`config.mk`:
```
export PLATFORM = sky130hd
export DESIGN_NAME = rev_serial_uncompute
export DESIGN_NICKNAME = d
export VERILOG_FILES = /design/src/rtl/rev_serial_uncompute_pkg.sv /design/src/rtl/rev_serial_uncompute_full_sub.sv /design/src/rtl/rev_serial_uncompute.sv
export SDC_FILE = /design/constraint.sdc
export NUM_CORES = 1
export LEC_CHECK = 0
export ABC_AREA = 1
export CORE_MARGIN = 1.5
export CORE_UTILIZATION = 45
export DETAILED_ROUTE_END_ITERATION = 16
export PLACE_DENSITY = 0.73
export SETUP_SLACK_MARGIN = 0.02
export SYNTH_ARGS = -nofsm -noshare
export SYNTH_HDL_FRONTEND = slang
export SYNTH_SLANG_ARGS = --single-unit
```
`constraint.sdc`:
```
create_clock -name clk -period 1.1 [get_ports clk]
set_input_delay 0.11 -clock clk [delete_from_list [all_inputs] [get_ports clk]]
set_output_delay 0.11 -clock clk [all_outputs]
set_load 0.02 [all_outputs]
```
`src/rtl/rev_serial_uncompute_pkg.sv`:
```
// Shared definitions for the reversible serial blocks: FSM states,
// default operand width and a Peres gate helper.
package rev_serial_uncompute_pkg;

   localparam int unsigned W_DEFAULT = 4;

   typedef enum logic [1:0] {
      IDLE = 2'd0,
      RUN  = 2'd1,
      DONE = 2'd2
   } state_t;

   // Peres gate outputs: p = a, q = a ^ b, r = (a & b) ^ c
   typedef struct packed {
      logic p;
      logic q;
      logic r;
   } peres_t;

   function automatic peres_t peres(input logic a, input logic b, input logic c);
      peres_t g;
      g.p = a;
      g.q = a ^ b;
      g.r = (a & b) ^ c;
      return g;
   endfunction

endpackage

```
`src/rtl/rev_serial_uncompute_full_sub.sv`:
```
// Reversible full subtractor built from two Peres gates.
// d = x ^ y ^ bin, bout = (~x & y) | (~(x ^ y) & bin).
module rev_full_sub
   import rev_serial_uncompute_pkg::*;
(
   input  logic x,
   input  logic y,
   input  logic bin,
   output logic d,
   output logic bout
);

   peres_t g1;
   peres_t g2;
   logic   unused_garbage;

   // g1.q = ~(x ^ y), g1.r = ~x & y. Those two terms never overlap, so
   // the XOR in g2.r acts as the OR the borrow equation needs.
   assign g1 = peres(y, ~x, 1'b0);
   assign g2 = peres(g1.q, bin, g1.r);

   // g2.q is ~(x ^ y ^ bin); invert to get the difference bit
   assign d    = ~g2.q;
   assign bout = g2.r;

   // garbage lines of the reversible gates carry no information we need
   assign unused_garbage = g1.p ^ g2.p;

endmodule

```
`src/rtl/rev_serial_uncompute.sv`:
```
// Bit-serial uncompute stage: recovers a = {cout,sum} - b - cin, LSB first,
// one bit per clock, and flags results no W-bit a could have produced.
module rev_serial_uncompute
   import rev_serial_uncompute_pkg::*;
#(
   parameter int unsigned W = W_DEFAULT
) (
   input  logic         clk,
   input  logic         rst,
   input  logic         in_valid,
   output logic         in_ready,
   input  logic [W-1:0] sum_in,
   input  logic         cout_in,
   input  logic [W-1:0] b_in,
   input  logic         cin_in,
   output logic         out_valid,
   input  logic         out_ready,
   output logic [W-1:0] a_out,
   output logic         err
);

   localparam int unsigned   CW   = $clog2(W + 1);
   localparam logic [CW-1:0] LAST = CW'(W - 1);

   state_t        state;
   state_t        state_next;
   logic [CW-1:0] cnt;
   logic [W-1:0]  sum_sr;
   logic [W-1:0]  b_sr;
   logic [W-1:0]  a_sr;
   logic [W-1:0]  a_next;
   logic          borrow;
   logic          cout_r;
   logic          d;
   logic          bout;
   logic          last;

   rev_full_sub u_sub (
      .x    (sum_sr[0]),
      .y    (b_sr[0]),
      .bin  (borrow),
      .d    (d),
      .bout (bout)
   );

   assign last     = (cnt == LAST);
   assign in_ready = (state == IDLE) && !rst;

   // next a_sr value: difference bit enters from the MSB side (works for W=1)
   always_comb begin
      a_next        = a_sr >> 1;
      a_next[W-1]   = d;
   end

   // state register
   always_ff @(posedge clk or posedge rst) begin
      if (rst) state <= IDLE;
      else     state <= state_next;
   end

   // next-state logic
   always_comb begin
      state_next = state;
      unique case (state)
         IDLE:    if (in_valid)  state_next = RUN;
         RUN:     if (last)      state_next = DONE;
         DONE:    if (out_ready) state_next = IDLE;
         default:                state_next = IDLE;
      endcase
   end

   // datapath: operand capture, serial subtract, result load and handshake
   always_ff @(posedge clk or posedge rst) begin
      if (rst) begin
         cnt       <= '0;
         sum_sr    <= '0;
         b_sr      <= '0;
         a_sr      <= '0;
         borrow    <= 1'b0;
         cout_r    <= 1'b0;
         a_out     <= '0;
         err       <= 1'b0;
         out_valid <= 1'b0;
      end else begin
         unique case (state)
            IDLE: begin
               if (in_valid) begin
                  sum_sr <= sum_in;
                  b_sr   <= b_in;
                  cout_r <= cout_in;
                  borrow <= cin_in;
                  cnt    <= '0;
               end
            end
            RUN: begin
               sum_sr <= sum_sr >> 1;
               b_sr   <= b_sr >> 1;
               a_sr   <= a_next;
               borrow <= bout;
               cnt    <= cnt + CW'(1);
               if (last) begin
                  a_out     <= a_next;
                  err       <= cout_r ^ bout;
                  out_valid <= 1'b1;
               end
            end
            DONE: begin
               if (out_ready) out_valid <= 1'b0;
            end
            default: ;
         endcase
      end
   end

endmodule

```
# Yosys cells after proc, flatten, opt, wreduce, memory -nomap -nowiden
# Cells that the tools add are included.
# op_classes
eq_ne	6
n_reduce_logical	10
addsub	1
n_mux	15
n_bitwise	8
# ops
cell	count
$pmux W4 S2	2
$mux W4	2
$mux W2	3
$ne A2 B2 Y1 const B	3
$pmux W2 S3	1
$pmux W3 S2	1
$reduce_and A2 Y1	3
$reduce_and A3 Y1	2
$pmux W1 S2	2
$reduce_bool A2 Y1	2
$xor A1 B1 Y1	4
$add A3 B1 Y3 const B	1
$eq A3 B2 Y1 const B	1
$mux W1	3
$mux W3	1
$and A1 B1 Y1	2
$eq A2 B1 Y1 const B	1
$eq A2 B2 Y1 const B	1
$logic_not A2 Y1	1
$not A1 Y1	2
$logic_and A1 B1 Y1	1
$logic_not A1 Y1	1
# word_totals
output_inout_bits	7
word_cells	50
inputBits	14
regBits	25

# Longest topological paths before layout
# logic_depth
depth_word	5
depth_mapped	7
ltp_nobuf	6

# Hierarchy
# From an unflattened synthesis, not the netlist that was laid out.
# hier_totals
cells_unflattened	131
hier_area_um2	1137.3
# modules_own_cells
mod	instances	cells_each	seq_area_each_um2	area_each_um2
rev_serial_uncompute	1	128	600.6	1109.8
rev_full_sub	1	3	0.0	27.5

# Least setup slack after synthesis
# OpenSTA, ideal clock, no wires.
# synth_path
path_type	register -> output
from	register state[0]
to	output in_ready
setup_slack_ps	-123
n_path_buf	1
required_time_ps	990
t_arrival_ps	1113
path_stages_with_launch	3
path_cell_list	dfrtp_1 > buf_6 > nor3_1
# synth_via
elab_chain_len	2
# synth_lines
element	line	source
start, declared	rev_serial_uncompute.sv:25	state_t state;
start signal, assigned	rev_serial_uncompute.sv:58	else state <= state_next;
$logic_not A2 Y1	rev_serial_uncompute.sv:47	assign in_ready = (state == IDLE) && !rst;
$logic_and A1 B1 Y1	rev_serial_uncompute.sv:47	
end, declared	rev_serial_uncompute.sv:11	output logic in_ready,
# Every way passes these cells.

# Worst setup path after layout
# layout_path
from	register sum_sr[0]
to	register err
# layout_via
elab_chain_len	5
word_cells_on_any_way	6
classes_between	bitwise: 6
# layout_lines
element	line	source
start, declared	rev_serial_uncompute.sv:28	logic [W-1:0] sum_sr;
start signal, assigned	rev_serial_uncompute.sv:88	sum_sr <= sum_in;
start signal, assigned	rev_serial_uncompute.sv:96	sum_sr <= sum_sr >> 1;
$not A1 Y1 (*)	rev_serial_uncompute_full_sub.sv:19	assign g1 = peres(y, ~x, 1'b0);
$xor A1 B1 Y1	rev_serial_uncompute_pkg.sv:23	g.q = a ^ b;
$and A1 B1 Y1	rev_serial_uncompute_pkg.sv:24	g.r = (a & b) ^ c;
$xor A1 B1 Y1 (*)	rev_serial_uncompute_pkg.sv:24	
$xor A1 B1 Y1 (*)	rev_serial_uncompute.sv:103	err <= cout_r ^ bout;
end signal, assigned	rev_serial_uncompute.sv:103	
end, declared	rev_serial_uncompute.sv:19	output logic err
# Every way passes the cells marked *; elsewhere a longest branch is shown, timed or not.
# A chain may end at the register's enable or synchronous reset.

==> summary.md <==
| Metric | Value |
|---|---|
| Outcome | finished, violations left |
| Violated checks | setup timing |
| Mapped Cells | 129 |
| Antenna viol nets, final | 0 |
| Cell chain of the critical path | inv_2 > fa_2 > xor2_1 > nand2_1 > nand2_1 |
| CTS tree | yes |
| Placed inst area | around 1500 um2 |
| Htree depth | 1 |
| Clock sink count | 24 |
| Crit path arrival time | 1440 ps |
| Root buffer cell | clkbuf_4 |
| Pin count of the biggest net entering global routing | 25 |
| Clock tree buffer depth | 2 |
| MaxCap Viol Count | 0 |
| Max-slew headroom | 0.834 |
| Post-Syn Nets | about 150 |
| Buf+Inv Stages, Crit Path | 1 |
| Power, Total | just under 5 mW |
| Number of antenna repair diodes | 0 |
| CTS Hold Bufs | 0 |
| Hpwl dp | 1.72 mm |
| Total Routing Usage GR | 0.214 |
| Post-route minimum period | ~1200 ps |
| DRC violation count after routing | 0 |
| Final Hold Fails | 0 |
| TNS Setup | -1230 ps |
| RSZ-0062 raised after global routing | true |
| First-pass GRT wire length | 4.27 mm |
| Critical path endpoint category | flip-flop |
| Filler cell count | between 150 and 200 |
| Final period utilization | 1.11 |
| Port buffer count | 20 |
| Die H | ~53 um |
| Layout overhead on the synthesized area | 48.7% |
| Vias in the first global route | 1005 |
| Ports | 21 |
| Post-route cell area | 1680 um2 |
| Post-route insts no fill | between 150 and 200 |
| Top delay family on crit path | adder cells |
| First-pass iteration count of the detailed router | 4 |
| PD cells | 2880 nW/um2 |
| Worst vdd ir | around 0.0016 V |
| CP dominant cell by count | nand2_1 |
| Least-Margin Pin Slew | roughly 250 ps |
| GRT overflow | 0 |
| Layout Utilization | 0.733 |
| Nets | 188 |
| Core Area | 2300 um2 |
| Endpoints failing setup | 22 |
| CP max stage cell | fa_2 |
| # rows | 17 |
| Initial antenna violation count | 0 |
| Syn. warnings | 0 |
| Final Skew | between 2 and 3 ps |
| Post-Synthesis Cell Area | 1130 um2 |
| Wire per inst | 13.6 um |
| Die X | 53.2 um |
| Share of cells above drive strength 1 | 0.388 |
| Die ar. | between 2000 and 3000 um2 |
| Crit path max fanout | 2 |
| CP Class | reg -> reg |
| Num CTS Buffers | 3 |
| Synthesized flop and latch total | 24 |
| First DRT Iteration DRCs | 8 |
| Most common cell after layout, fill and taps aside | nand2_1 |
| Synth cell types | 18 |
| Slowest stage delay, CP | just over 400 ps |
| Final WS setup | -116 ps |
| Most frequent cells in the layout | 45 x nand2_1, 24 x dfrtp_1, 13 x nand2_2, 13 x clkdlybuf4s50_1, 12 x buf_4 |
| Worst EP required | 1320 ps |
| Final slew viol count | 0 |
| Syn Area/Cell | 8.78 um2 |
| Initial core utilization | 0.493 |
| Routability cong. | 0.732 |
| Pre-CTS setup slack | -297 ps |
| Dpl cells | 187 |
| Leak | 0.859 nW |
| DR vias | 988 |
| Type of the tightest min-delay check | in -> async |
| Hold_ws | 170 ps |
| Worst setup SP type | flip-flop |
| Clock transition at the registers of the reported paths | 140 ps |
| Achievable Freq | 822 MHz |
| Sequential area share after synthesis | 0.530 |
| Vias per cell | between 4 and 5 |
| Routed WL | 2.69 mm |
| Worst-skew pair later-pin latency | 320 ps |
power breakdown:
| group | total, mW | switching [mW] | internal [mW] |
|---|---|---|---|
| Combinational | 2.68 | 1.47 | 1.22 |
| Clock | 0.643 | 0.275 | 0.368 |
| Sequential | 1.52 | 0.251 | 1.27 |
| Total | 4.85 | 1.99 | 2.85 |
final cells by class:
cell class | instances | area [um2] | area share
clock buffers | 3 | 22.5 | 0.0134
well taps | 28 | 35.0 | 0.0208
inverters | 8 | 37.5 | 0.0223
clock inverters | 1 | 30.0 | 0.0178
flip-flops and latches | 24 | 601 | 0.357
repair buffers | 41 | 384 | 0.228
multi-input cells | 93 | 574 | 0.341
timing repair:
action | 4_1_cts | 5_1_grt
pin swaps | 13 | 6
buffers inserted | 4 | 2
cloned | 1 | 0
gates resized for setup | 59 | 10
endpoints found under the setup margin | 30 | 26
worst min-delay path, delay by kind of cell:
kind	cells	cell delay [ps]
buf+inv	3	740
sequential cells by signal (all words and copies together) (netlist names):
| name | cells |
|---|---|
| err | 1 |
| borrow | 1 |
| sum_sr | 4 |
| state | 2 |
| a_sr | 3 |
| cout_r | 1 |
| cnt | 3 |
| out_valid | 1 |
| a_out | 4 |
| b_sr | 4 |
synthesized netlist by cell type:
| cell | count | area [um2] |
|---|---|---|
| nor3_1 | 1 | 5.00 |
| nand2_2 | 1 | 6.26 |
| o31ai_1 | 1 | 7.51 |
| nand2_4 | 1 | 11.3 |
| inv_1 | 8 | 30.0 |
| fa_1 | 1 | 20.0 |
| buf_6 | 3 | 33.8 |
| o21ai_2 | 4 | 35.0 |
| buf_4 | 1 | 7.51 |
| nand2_1 | 60 | 225 |
| nand3_2 | 1 | 10.0 |
| ha_1 | 2 | 25.0 |
| nor2_1 | 2 | 7.51 |
| dfrtp_1 | 24 | 601 |
| clkbuf_8 | 1 | 13.8 |
| nand3_1 | 11 | 55.1 |
| xor2_1 | 1 | 8.76 |
| o21ai_0 | 6 | 30.0 |
per-layer routing:
layer	wire (um)	global-route usage	share of wire	vias to the layer above
met5	0	0	0	-
met4	28	0.0641	0.010	0
li1	-	-	-	490
met2	1480	0.427	0.55	25
met3	117	0.0254	0.044	4
met1	1060	0.230	0.40	469
kinds of logic (layout without fill, tap and decap cells):
logic type      after synthesis  after routing  share of synthesized area
flops                        24             24                      0.530
fa+ha+maj                     3              3                     0.0398
compound gates               11             11                     0.0641
simple gates                 77             78                      0.283
buf+inv                      13             53                     0.0751
xor+xnor                      1              1                    0.00774
final timing paths:
kind	start	end	slack [ps]	cells past startpoint
max reg2reg	sum_sr[0]	err	-120	5
max in group asynchronous	rst	b_sr[2]	790	3
min	rst	state[1]	170	3
min in group clk	sum_in[3]	sum_sr[3]	330	3
max	sum_sr[0]	err	-120	5
min reg2reg	a_sr[1]	a_out[0]	500	2
Power figures use the tool's default switching activity.
